**src/rtl/reg_scoreboard.sv**
```systemverilog
// Register scoreboard: one saturating in-flight write counter per architectural register.
// Decode is stalled on RAW/WAW hazards; the writeback port is snooped to retire writes.
module reg_scoreboard #(
  parameter int ADDRESS_WIDTH = 5,
  parameter int CNT_WIDTH     = 2,
  parameter int TOT_WIDTH     = 6
) (
  input  logic                        clk,
  input  logic                        rst,
  input  logic                        issue_valid,
  input  logic [ADDRESS_WIDTH-1:0]    issue_rs1,
  input  logic [ADDRESS_WIDTH-1:0]    issue_rs2,
  input  logic                        use_rs1,
  input  logic                        use_rs2,
  input  logic                        issue_we,
  input  logic [ADDRESS_WIDTH-1:0]    issue_rd,
  input  logic                        wb_we,
  input  logic [ADDRESS_WIDTH-1:0]    wb_rd,
  output logic                        stall,
  output logic                        issue_fire,
  output logic [2**ADDRESS_WIDTH-1:0] busy,
  output logic [TOT_WIDTH-1:0]        inflight,
  output logic                        wb_err
);

  localparam int NREG = 2**ADDRESS_WIDTH;
  localparam logic [CNT_WIDTH-1:0] CNT_MAX = {CNT_WIDTH{1'b1}};
  localparam logic [TOT_WIDTH-1:0] TOT_MAX = {TOT_WIDTH{1'b1}};

  logic [CNT_WIDTH-1:0] cnt_q [NREG];
  logic [CNT_WIDTH-1:0] cnt_d [NREG];
  logic [TOT_WIDTH-1:0] inflight_q, inflight_d;
  logic                 wb_err_q, wb_err_d;

  logic rd_nz, wb_nz, inc_any, dec_any, wb_spurious;
  logic raw_hit, waw_full;

  always_comb begin
    busy = '0;
    for (int r = 1; r < NREG; r++) busy[r] = (cnt_q[r] != '0);
  end

  // Hazard check uses registered state only; a same-cycle writeback does not release decode.
  always_comb begin
    rd_nz    = (issue_rd != '0);
    raw_hit  = (use_rs1 && busy[issue_rs1]) || (use_rs2 && busy[issue_rs2]);
    waw_full = issue_we && rd_nz && ((cnt_q[issue_rd] == CNT_MAX) || (inflight_q == TOT_MAX));
    stall      = issue_valid && (raw_hit || waw_full);
    issue_fire = issue_valid && !stall;
  end

  always_comb begin
    wb_nz       = (wb_rd != '0);
    inc_any     = issue_fire && issue_we && rd_nz;
    dec_any     = wb_we && wb_nz && (cnt_q[wb_rd] != '0);
    wb_spurious = wb_we && wb_nz && (cnt_q[wb_rd] == '0);

    cnt_d[0] = '0;
    for (int r = 1; r < NREG; r++) begin
      cnt_d[r] = cnt_q[r];
      if (inc_any && (issue_rd == ADDRESS_WIDTH'(r)) && !(dec_any && (wb_rd == ADDRESS_WIDTH'(r))))
        cnt_d[r] = cnt_q[r] + CNT_WIDTH'(1);
      else if (dec_any && (wb_rd == ADDRESS_WIDTH'(r)) && !(inc_any && (issue_rd == ADDRESS_WIDTH'(r))))
        cnt_d[r] = cnt_q[r] - CNT_WIDTH'(1);
    end

    inflight_d = inflight_q;
    if (inc_any && !dec_any)      inflight_d = inflight_q + TOT_WIDTH'(1);
    else if (dec_any && !inc_any) inflight_d = inflight_q - TOT_WIDTH'(1);

    wb_err_d = wb_err_q || wb_spurious;
  end

  always_ff @(posedge clk) begin
    if (rst) begin
      for (int r = 0; r < NREG; r++) cnt_q[r] <= '0;
      inflight_q <= '0;
      wb_err_q   <= 1'b0;
    end else begin
      for (int r = 0; r < NREG; r++) cnt_q[r] <= cnt_d[r];
      inflight_q <= inflight_d;
      wb_err_q   <= wb_err_d;
    end
  end

  assign inflight = inflight_q;
  assign wb_err   = wb_err_q;

endmodule
```
**config.mk**
```make
export PLATFORM = sky130hd
export DESIGN_NAME = reg_scoreboard
export DESIGN_NICKNAME = d
export VERILOG_FILES = /design/src/rtl/reg_scoreboard.sv
export SDC_FILE = /design/constraint.sdc
export NUM_CORES = 1
export LEC_CHECK = 0
export BUFFER_PORTS_ARGS = -buffer_cell sky130_fd_sc_hd__buf_2
export CAP_MARGIN = 0
export CORE_ASPECT_RATIO = 1.25
export CORE_MARGIN = 1.5
export CORE_UTILIZATION = 60
export DETAILED_ROUTE_END_ITERATION = 12
export GPL_ROUTABILITY_DRIVEN = 0
export MAX_ROUTING_LAYER = met4
export PLACE_DENSITY_LB_ADDON = 0.08
export SETUP_SLACK_MARGIN = 0.4
export SYNTH_ARGS = -nofsm -noshare
export SYNTH_HDL_FRONTEND = slang
export SYNTH_SLANG_ARGS = --single-unit
```
**constraint.sdc**
```tcl
create_clock -name clk -period 7 [get_ports clk]
set_clock_uncertainty 0.1 [all_clocks]
set_input_delay 0.7 -clock clk [delete_from_list [all_inputs] [get_ports clk]]
set_output_delay 0.7 -clock clk [all_outputs]
set_load 0.02 [all_outputs]
```
[Yosys cells after proc, flatten, opt, wreduce, memory -nomap -nowiden]
Memory sizes are Yosys's and may differ from the RTL's.
Index checks and enable logic that the tools add are counted.
Widths: inputs -> output; s select.
Storage, ports and cells
  output and inout bits: 41
  memories: 1
  logic and storage cells: 510
  RAM bits: 64
  bits of input ports: 27
  bits in registers: 7
Memories
  cnt_q: depth 32, width 2, read ports 33, clocked after Yosys merged registers in 0, write ports 32, line 30  | logic [CNT_WIDTH-1:0] cnt_q [NREG];
Operators by class
  equal/unequal tests: 64
  bitwise operators: 32
  add/sub/neg operators: 64
  multiplexer cells: 103
  $lt $le $gt $ge: 2
  reductions and logical operators: 242
Operators with widths (count)
  $mux 2: 94
  $eq 5x5->1 const B: 32
  $logic_and 1x1->1: 137
  $eq 5x4->1 const B: 16
  $reduce_bool 2->1: 33
  $logic_not 1->1: 65
  $add 2x1->2 const B: 31
  $sub 2x1->2 const B: 31
  $eq 5x3->1 const B: 8
  $or 1x1->1: 32
  $eq 5x2->1 const B: 4
  $lt 5x6->1 const B: 2
  $mux 6: 2
  $bmux 1 s5: 2
  $eq 5x1->1 const B: 2
  $reduce_bool 5->1: 2
  $add 6x1->6 const B: 1
  $eq 6x6->1 const B: 1
  $sub 6x1->6 const B: 1
  $mux 1: 5
  $logic_or 1x1->1: 4
  $eq 2x2->1 const B: 1
  $logic_not 2->1: 1

[Longest topological paths before layout]
Gate-level depths: netlist of run 1.
An unclocked memory read counts as a cell.
  depth in word-level cells: 18
  mapped depth: 19
  mapped depth without buffers: 16

[Least setup slack after synthesis of run 1]
Ideal clock, no wire load.
  path kind: input to register
  start point: input issue_rs1[1]
  end point: register inflight_q[5] (netlist: inflight[5])
  cell stages on the path: 17
  arrival: 4.933 ns
  required time: 6.779 ns
  setup slack: 1.846 ns
  library setup time: 0.121 ns
  buffers on the path: 3
  cell sequence: clkbuf_1 -> mux4_2 -> mux4_2 -> a32o_1 -> or4_1 -> buf_2 -> buf_1 -> nor3_1 -> ha_1 -> inv_1 -> ha_1 -> a21o_1 -> a21oi_1 -> o21bai_1 -> a21oi_1 -> mux2i_1 -> mux2_2
On the way
  cells in the longest elaborated chain, start to end: 13
  elaborated cells between the ends (all ways): 15
  those cells by class: 3 x mux; 12 x reduce/logical
Ends and longest elaborated chain
  start, declared: line 11  | input logic [ADDRESS_WIDTH-1:0] issue_rs1,
  $bmux 1 s5 (*): line 46  | raw_hit = (use_rs1 && busy[issue_rs1]) || (use_rs2 && busy[issue_rs2]);
  $mux 1 (implied by the code) (*): line 46
  $logic_and 1x1->1 (*): line 46
  $logic_or 1x1->1 (*): line 46
  $logic_or 1x1->1 (*): line 48  | stall = issue_valid && (raw_hit || waw_full);
  $logic_and 1x1->1 (*): line 48
  $logic_not 1->1 (*): line 49  | issue_fire = issue_valid && !stall;
  $logic_and 1x1->1 (*): line 49
  $logic_and 1x1->1 (*) (2 in series): line 54  | inc_any = issue_fire && issue_we && rd_nz;
  $logic_not 1->1: line 69  | else if (dec_any && !inc_any) inflight_d = inflight_q - TOT_WIDTH'(1);
  $logic_and 1x1->1: line 69
  $reduce_bool 2->1 (no source line)
  end signal, assigned: line 81  | inflight_q <= inflight_d;
  end, declared: line 32  | logic [TOT_WIDTH-1:0] inflight_q, inflight_d;
Mark *: on every way between the ends. The rest lies on a longest branch, timed or not. The select of a mux whose other input is x is not followed.
A chain may end at the register's enable or synchronous reset.

[Final worst setup path of run 1]
  start point: input issue_rs2[2]
  end point: register inflight_q[5] (netlist: inflight[5])
On the way
  cells in the longest elaborated chain, start to end: 13
  elaborated cells between the ends (all ways): 15
  those cells by class: 3 x mux; 12 x reduce/logical
Ends and longest elaborated chain
  start, declared: line 12  | input logic [ADDRESS_WIDTH-1:0] issue_rs2,
  $bmux 1 s5 (*): line 46
  $mux 1 (implied by the code) (*): line 46
  $logic_and 1x1->1 (*): line 46
  $logic_or 1x1->1 (*): line 46
  $logic_or 1x1->1 (*): line 48
  $logic_and 1x1->1 (*): line 48
  $logic_not 1->1 (*): line 49
  $logic_and 1x1->1 (*): line 49
  $logic_and 1x1->1 (*) (2 in series): line 54
  $logic_not 1->1: line 69
  $logic_and 1x1->1: line 69
  $reduce_bool 2->1 (no source line)
Marks and branches as above.

==> summary.md, run 1 <==
| Metric | Value |
|---|---|
| Outcome | finished clean |
| Synthesized flop and latch total | between 60 and 70 |
| Post-Syn Area | approximately 5500 sq um |
| DR WL/cell | just under 20 um |
| CTS Hold Buffers Added | 0 |
| DR pass1 iterations | 8 |
| Total wire length | ~17000 um |
| Die width | slightly below 90 um |
| Share of synthesized registers carrying an async set or reset | 0 |
| Clock Latency Late Sink | between 300 and 400 ps |
| Pwr dens | between 150 and 200 nW/um^2 |
| Reg clk slew, reported paths | 60 ps |
| Synth Instances | roughly 690 |
| Yosys warns | 0 |
| Req. time, crit path | 7130 ps |
| Core footprint | ~9000 sq um |
| H-tree depth | 3 |
| Finish-stage setup viols | 0 |
| GRT overflow | 0 |
| Slew HR | 0.142 |
| Total design power | between 1 and 1.5 mW |
| Fmax | approximately 200 MHz |
| Vias | roughly 5700 |
| Post-synth top cells | dfxtp_1, nor2_1, xor2_1 |
| # Max-Cap Violations | 0 |
| Post-CTS sizing | 0 |
| Largest net degree at the start of global routing | approximately 70 |
| Num CTS Buffers | 9 |
| Register area share after synthesis | 0.250 |
| Largest family of logic cells by synthesized area | simple AND/OR/NAND/NOR gates |
| Mux contribution to synthesized area | 0.0926 |
| TNS Setup | 0 ps |
| Setup bufs post-CTS | 0 |
| Vias per std cell | 6.58 |
| Leak Pwr | between 2 and 3 nW |
| Dominant cell type by area after synthesis | dfxtp_1 |
| CP Capture Type | flop |
| Slew Viols, Final | 0 |
| Final min period | between 5000 and 6000 ps |
| Synth area leaders | dfxtp_1, xor2_1, ha_1 |
| Number of antenna violations at the first check in global routing | 0 |
| Crit path DAT | about 5200 ps |
| Antenna viol nets, final | 0 |
| Worst Tran Pin Value | 1290 ps |
| Die H | 110 um |
| Share of cells above drive strength 1 | 0.159 |
| Worst-case clock buffer depth | 2 |
| Final period util | 0.726 |
| Antenna fix cells | 0 |
| Port Buffers | 66 |
| EDFF count, synth | 0 |
| Starting Density | 0.612 |
| RSZ-0062 raised after global routing | no |
| Slowest-stage cell, CP | or4_1 |
| First-pass GRT wire length | around 26000 um |
| Die ar. | 9800 sq um |
| Root buf cell | clkbuf_16 |
| Compound-gate portion of the synthesized area | 0.134 |
| Util after Layout | 0.683 |
| Final Hold Viols | 0 |
| Layout area overhead | 11.6% |
| Row cnt | 39 |
| Commonest register cell after synthesis | dfxtp_1 |
| DRC Markers | 0 |
| DRT iter0 DRCs | 544 |
| CP max FO | 34 |
| Hold Path Class | reg2reg |
| WS Path Type | in2reg |
| Crit path cell chain | buf_2 -> mux4_2 -> a2111o_1 -> a32o_1 -> or4_1 -> buf_4 -> nor3_1 -> ha_1 -> inv_1 -> ha_1 -> a21o_1 -> a21oi_1 -> o21bai_1 -> a21oi_1 -> mux2i_1 -> mux2_2 |
| Post-DP HPWL | between 10000 and 15000 um |
| Share of the synthesized area in the top cell type | 0.250 |
| Synthesized Nets | roughly 760 |
| Avg Inst Size Synth | between 7 and 8 sq um |
| Synth Area in Adders | 0.0851 |
| Fillers | ~760 |
| Final nets | a little under 800 |
| Number of I/O pins | a little under 70 |
| Worst VDD drop | 0.132 mV |
| Global Route Usage Sum | 0.370 |
| Crit path max-delay family | compound AO/OA/AOI/OAI gates |
| Netlist cell types | 57 |
| Post-Synth Simple-Gate Area | 0.283 |
| Slowest stage delay, CP | 560 ps |
| Clock sink count | 69 |
| WP buf/inv | 3 |
| Vias in the first global route | about 5200 |
| Synth Area in XOR/XNOR | 0.105 |
| Startpoint Class | primary input |
| TritonCTS clock tree | built |
worst register-to-register path, cell delays in order (launching register included):
cell and delay [ps]:
dfxtp_1 340, or2_1 350, mux4_2 490, mux4_2 490
a32o_1 220, or4_1 560, buf_4 270, nor3_1 230
ha_1 250, inv_1 130, ha_1 290, a21o_1 180
a21oi_1 230, o21bai_1 100, a21oi_1 190, mux2i_1 210
mux2_2 340
per-layer routing:
| metal | wire length [um] | part of all wire | global-route usage | vias up |
|---|---|---|---|---|
| li1 | - | - | - | 2606 |
| met1 | 6210 | 0.37 | 0.419 | 2639 |
| met2 | 7970 | 0.47 | 0.593 | 337 |
| met3 | 1580 | 0.093 | 0.0640 | 78 |
| met4 | 1150 | 0.068 | 0.249 | 0 |
| met5 | 0 | 0 | - | - |
stage by stage:
step	worst slack [ps]	instances	hold WS, ps	area (sq um)
after floorplan	1850	694	367	5530
after global placement	1760	844	353	5870
after detailed placement	1640	844	370	5870
after CTS	2000	860	384	6170
after global routing	1570	860	429	6170
final	1920	860	384	6170
path summary, 6_finish.rpt:
check,start,to,slack (ps),cells past startpoint
max reg2reg,cnt_q[27][0],inflight[5],1930,16
max,issue_rs2[2],inflight[5],1920,16
min reg2reg,wb_err,wb_err,380,2
min,wb_err,wb_err,380,2
registers in the layout (all words and copies together) (netlist names):
register and cells:
wb_err 1, inflight 6, cnt_q 62
where the power goes:
group          total [mW]  internal (mW)  switching [mW]  leakage (nW)
clock               0.473          0.286           0.186         0.142
combinational       0.212         0.0768           0.135          1.96
sequential          0.419          0.405          0.0140         0.558
layout make-up:
type,count,area [sq um],area share
clock inverters,5,58.8,0.00954
multi-input cells,556,3880,0.629
inverters,27,101,0.0164
repair buffers,69,353,0.0572
clock buffers,11,243,0.0394
flip-flops and latches,69,1380,0.224
well taps,123,154,0.0250
logic make-up after synthesis:
| family | count (synthesis) |
|---|---|
| AND/OR/NAND/NOR | 301 |
| AO/OA/AOI/OAI | 122 |
| flip-flops | 69 |
| buffers and inverters | 69 |
| XOR/XNOR | 66 |
| adder cells (fa/ha/maj) | 37 |
| multiplexers | 29 |
| other | 1 |
cell usage in the layout, fill, tap and decap left out, drive strengths merged, types with 17 or more instances in the layout:
| master | n |
|---|---|
| inv | 27 |
| o21ai | 36 |
| nor4 | 23 |
| or2 | 20 |
| nor3 | 29 |
| ha | 36 |
| nand2 | 37 |
| buf | 69 |
| mux4 | 17 |
| nand3 | 37 |
| xor2 | 64 |
| nor2 | 69 |
| or3 | 35 |
| dfxtp | 69 |
| nand4 | 18 |
| a21oi | 47 |
Power figures use the tool's default switching activity.
==> run 2, diff against run 1 <==
--- a/config.mk
+++ b/config.mk
@@ -9,7 +9,7 @@
 export CAP_MARGIN = 0
 export CORE_ASPECT_RATIO = 1.25
 export CORE_MARGIN = 1.5
-export CORE_UTILIZATION = 60
+export CORE_UTILIZATION = 54
 export DETAILED_ROUTE_END_ITERATION = 12
 export GPL_ROUTABILITY_DRIVEN = 0
 export MAX_ROUTING_LAYER = met4
==> constraint.sdc (replaced) <==
create_clock -name clk -period 4.6 [get_ports clk]
set_clock_uncertainty 0.1 [all_clocks]
set_input_delay 0.46 -clock clk [delete_from_list [all_inputs] [get_ports clk]]
set_output_delay 0.46 -clock clk [all_outputs]
set_load 0.02 [all_outputs]
==> run 2 against run 1 <==
Net effect:
- clock-buffer cell count is 1 lower
- largest power group unchanged
- first-iteration DRC count shrank 3.3%
- critical path depth decreased by 1
==> summary.md, run 2 (synthesis results as in run 1) <==
| Metric | Value |
|---|---|
| Layout area overhead | 15.8% |
| Startpoint Class | flop |
| CP max FO | 5 |
| Area of the multi-input gates | approximately 4000 sq um |
| Number of antenna violations at the first check in global routing | 0 |
| Port Buffers | 66 |
| TNS Setup | 0 ps |
| Hold Path Class | reg2reg |
| Top register by number of flip-flops | cnt_q |
| RSZ-0062 raised after global routing | yes |
| Crit path cell chain | or2_4 -> mux4_2 -> mux4_2 -> a32o_1 -> or4_4 -> nor3_4 -> ha_2 -> inv_2 -> ha_4 -> a21o_1 -> a21oi_2 -> o21bai_1 -> a21oi_1 -> mux2i_1 -> mux2_2 |
| Vias per std cell | approximately 6.4 |
| Share of cells above drive strength 1 | 0.221 |
| Fin worst setup slack | approximately 380 ps |
| Final min period | ~4200 ps |
| Fmax | approximately 240 MHz |
| Leak Pwr | around 2.7 nW |
| Finish-stage setup viols | 0 |
| CP Capture Type | flop |
| Slowest-stage cell, CP | mux4_2 |
| Reg clk slew, reported paths | 60 ps |
| GRT overflow | 0 |
| Core footprint | around 10000 sq um |
| Vias | 5682 |
| Worst-case clock buffer depth | 2 |
| Die H | approximately 120 um |
| Final nets | about 810 |
| Total design power | 1.70 mW |
| Fillers | about 880 |
| Starting Density | 0.553 |
| Crit path top cell by count | mux4_2 |
| Clock sink count | a little under 70 |
| Worst VDD drop | 0.180 mV |
| Crit path max-delay family | multiplexers |
| CTS Hold Buffers Added | 0 |
| DRC Markers | 0 |
| FF-to-FF Start | cnt_q[31][0] |
| Vias in the first global route | around 5300 |
| Largest register FFs | 62 |
| Num CTS Buffers | 9 |
| Post-placement worst setup slack | 275 ps |
| TritonCTS clock tree | built |
| Final period util | 0.917 |
| WP buf/inv | 1 |
| DR pass1 iterations | 6 |
| Worst Tran Pin Value | between 1000 and 1500 ps |
| Outcome | finished clean |
| Final Hold Viols | 0 |
| First-pass GRT wire length | 27300 um |
| Die ar. | roughly 11000 sq um |
| Number of I/O pins | 68 |
| Req. time, crit path | between 4000 and 5000 ps |
| Worst hold start | wb_err |
| Crit path DAT | roughly 4400 ps |
| DRT iter0 DRCs | roughly 530 |
| Post-DP HPWL | approximately 13000 um |
| Slew Viols, Final | 0 |
| Row cnt | just over 40 |
| # Max-Cap Violations | 0 |
| Total wire length | roughly 18000 um |
| Global Route Usage Sum | 0.340 |
| Sequential Area | around 1400 sq um |
| Slew HR | 0.306 |
| Slowest stage delay, CP | roughly 500 ps |
| Clock Latency Late Sink | around 340 ps |
| Most common cell after layout, fill and taps aside | nor2_1 |
| CP Launch Point | cnt_q[31][0] |
| WS Path Type | reg2reg |
| H-tree depth | 3 |
| Root buf cell | clkbuf_16 |
| Largest net degree at the start of global routing | 38 |
| Die width | ~93 um |
| Pwr dens | 266 nW/um^2 |
| Antenna viol nets, final | 0 |
| Most frequent cells in the layout | nor2_1, buf_2, dfxtp_1 |
| Antenna fix cells | 0 |
| DR WL/cell | 20.0 um |
==> run 2: final cells by class <==
| type | instances | area share |
|---|---|---|
| well taps | 129 | 0.0252 |
| clock inverters | 6 | 0.00958 |
| clock buffers | 10 | 0.0373 |
| inverters | 27 | 0.0158 |
| multi-input cells | 556 | 0.623 |
| flip-flops and latches | 69 | 0.217 |
| repair buffers | 84 | 0.0727 |
==> run 2: metrics by stage <==
stage	hold WS, ps	instances	area (sq um)	utilization
after global routing	398	881	6400	0.640
final	375	881	6400	0.640
after CTS	379	880	6350	0.635
after floorplan	371	694	5650	-
after global placement	360	863	6040	0.604
after detailed placement	362	863	6040	0.604
==> run 2: final timing paths <==
check / slack, ps / cells past startpoint / endpoint
worst min register to register: 370 / 2 / wb_err
worst max-delay path: 380 / 15 / inflight[5]
worst min-delay path: 370 / 2 / wb_err
worst max register to register: 380 / 15 / inflight[5]
==> run 2: where the power goes <==
group / switching, mW / internal, mW
sequential: 0.0219 / 0.616
combinational: 0.216 / 0.134
clock: 0.281 / 0.434
total: 0.519 / 1.18
==> run 2: per-layer routing <==
layer / GRT usage / part of all wire / vias to the layer above
met3: 0.0638 / 0.078 / 83
met4: 0.195 / 0.059 / 0
met2: 0.538 / 0.48 / 309
li1: - / - / 2622
met1: 0.404 / 0.39 / 2668
met5: - / 0 / -
==> run 2: worst reg2reg max path, delay by kind of cell (launching register included) <==
kind | cells | cell delay [ps]
fa+ha+maj | 2 | 410
flops | 1 | 350
simple gates | 3 | 850
buf+inv | 1 | 70
compound gates | 5 | 790
mux | 4 | 1540
==> run 2: timing repair <==
item | 4_1_cts | 5_1_grt
endpoints found under the setup margin | 3 | 8
hold endpoints to repair | 0 | 0
pin swaps | 1 | 3
resized for setup | 1 | 10
setup buffers | 1 | 1
==> run 3, diff against run 2 <==
--- a/config.mk
+++ b/config.mk
@@ -14,7 +14,7 @@
 export GPL_ROUTABILITY_DRIVEN = 0
 export MAX_ROUTING_LAYER = met4
 export PLACE_DENSITY_LB_ADDON = 0.08
-export SETUP_SLACK_MARGIN = 0.4
+export SETUP_SLACK_MARGIN = 0.3
 export SYNTH_ARGS = -nofsm -noshare
 export SYNTH_HDL_FRONTEND = slang
 export SYNTH_SLANG_ARGS = --single-unit
==> run 3 against run 2 <==
Net effect:
- critical path depth unchanged
- sequential share of layout area increased by 0.23 points
- first-iteration DRC count rose by 11%
- sequential power about the same
==> summary.md, run 3 (synthesis results as in run 1) <==
| Metric | Value |
|---|---|
| Global Route Usage Sum | 0.345 |
| Util after Layout | 0.636 |
| Die ar. | 10900 sq um |
| Slowest-stage cell, CP | mux4_2 |
| CP Capture Type | flop |
| WS Path Type | reg2reg |
| Vias per std cell | between 6 and 7 |
| Starting Density | 0.553 |
| RSZ-0062 raised after global routing | yes |
| Reg clk slew, reported paths | ~60 ps |
| Startpoint Class | flop |
| Top register by number of flip-flops | cnt_q |
| Most common cell after layout, fill and taps aside | nor2_1 |
| DP Area | approximately 6000 sq um |
| Die width | 93.5 um |
| TNS Setup | 0 ps |
| Number of I/O pins | 68 |
| Outcome | finished clean |
| Sequential Area | 1390 sq um |
| Antenna fix cells | 0 |
| CP max FO | 5 |
| WP buf/inv | 1 |
| Fin area | about 6400 sq um |
| Fin worst setup slack | about 330 ps |
| Share of cells above drive strength 1 | 0.220 |
| Area of the multi-input gates | slightly below 4000 sq um |
| Cells after DPL | 862 |
| DRT iter0 DRCs | slightly below 600 |
| Fillers | between 900 and 1000 |
| Vias | between 5000 and 6000 |
| Hold Path Class | reg2reg |
| H-tree depth | 3 |
| DR pass1 iterations | 5 |
| Final nets | slightly above 800 |
| Antenna viol nets, final | 0 |
| TritonCTS clock tree | built |
| Layout area overhead | 15.1% |
| DR WL/cell | 20.3 um |
| DRC Markers | 0 |
| Core footprint | roughly 10000 sq um |
| Post-DP HPWL | approximately 13000 um |
| Pwr dens | between 200 and 300 nW/um^2 |
| Worst-case clock buffer depth | 2 |
| Largest register FFs | between 60 and 70 |
| Final Hold Viols | 0 |
| GRT overflow | 0 |
| Row cnt | just over 40 |
| Vias in the first global route | roughly 5500 |
| Leak Pwr | 2.74 nW |
| Fmax | ~230 MHz |
| Die H | around 120 um |
| Port Buffers | 66 |
| Crit path DAT | 4400 ps |
| Crit path max-delay family | multiplexers |
| # Max-Cap Violations | 0 |
| Slew HR | 0.290 |
| Root buf cell | clkbuf_16 |
| Finish-stage setup viols | 0 |
| Post-Layout Cell Count | about 880 |
| First-pass GRT wire length | roughly 28000 um |
| Final period util | 0.929 |
| Crit path top cell by count | mux4_2 |
| Total wire length | ~18000 um |
| Slowest stage delay, CP | about 500 ps |
| Clock sink count | a little under 70 |
| Worst Tran Pin Value | approximately 1100 ps |
| Clock Latency Late Sink | about 340 ps |
| Final min period | 4270 ps |
| Largest net degree at the start of global routing | 38 |
| Slew Viols, Final | 0 |
| Most frequent cells in the layout | nor2_1, buf_2, xor2_1 |
| Crit path cell chain | or2_4 -> mux4_2 -> mux4_2 -> a32o_1 -> or4_4 -> nor3_4 -> ha_2 -> inv_2 -> ha_4 -> a21o_1 -> a21oi_2 -> o21bai_1 -> a21oi_1 -> mux2i_1 -> mux2_2 |
| Num CTS Buffers | 9 |
| Worst VDD drop | between 0.15 and 0.2 mV |
| Post-placement worst setup slack | around 180 ps |
| Req. time, crit path | ~4700 ps |
| Number of antenna violations at the first check in global routing | 0 |
## run 3: cell count changes in the layout (fill, tap and decap cells not counted), sizes merged
cell      change
buf           -1
inv           -1
clkbuf        +3
clkinvlp      -1
bufinv        -1
clkinv        -2
## run 3: worst min-delay path, delay by kind of cell, from the launching register on
family / cells / cell delay [ps]
flops: 1 / 320
compound gates: 1 / 70
simple gates: 1 / 60
## run 3: final cells by class
class	instances	area share
multi-input combinational	556	0.623
sequential	69	0.219
timing repair buffer	83	0.0720
clock buffer	13	0.0440
tap	129	0.0254
inverter	27	0.0159
clock inverter	1	0.000786
## run 3: per-layer routing
metal,vias up,global-route usage,wire length (um)
li1,2622,-,-
met1,2708,0.399,6980
met2,284,0.544,8440
met3,72,0.0807,1440
met4,0,0.203,957
met5,-,-,0
## run 3: final timing paths
check | start | endpoint | slack (ps) | cells after the start
worst max-delay path | cnt_q[31][0] | inflight[5] | 330 | 15
worst min-delay path | wb_err | wb_err | 390 | 2
worst max register to register | cnt_q[31][0] | inflight[5] | 330 | 15
worst min register to register | wb_err | wb_err | 390 | 2
## run 3: what timing repair did
action                                  in CTS  in global routing
buffers inserted                             0                  2
cloned                                       0                  0
endpoints found under the hold margin        0                  0
pin swaps                                    0                  3
gates resized for setup                      1                 13
endpoints found under the setup margin       1                  3
hold buffers                                 0                  0
## run 3: where the power goes
group          switching, mW  internal (mW)  total (mW)
Clock                  0.260          0.417       0.677
Combinational          0.218          0.134       0.352
Sequential            0.0216          0.616       0.638
Total                  0.500           1.17        1.67
## run 3: stage by stage
step                      power [mW]  hold slack [ps]
after global placement         0.977              349
after detailed placement       0.985              379
after CTS                       1.65              397
after floorplan                0.894              371
final                           1.67              387
after global routing            1.73              413
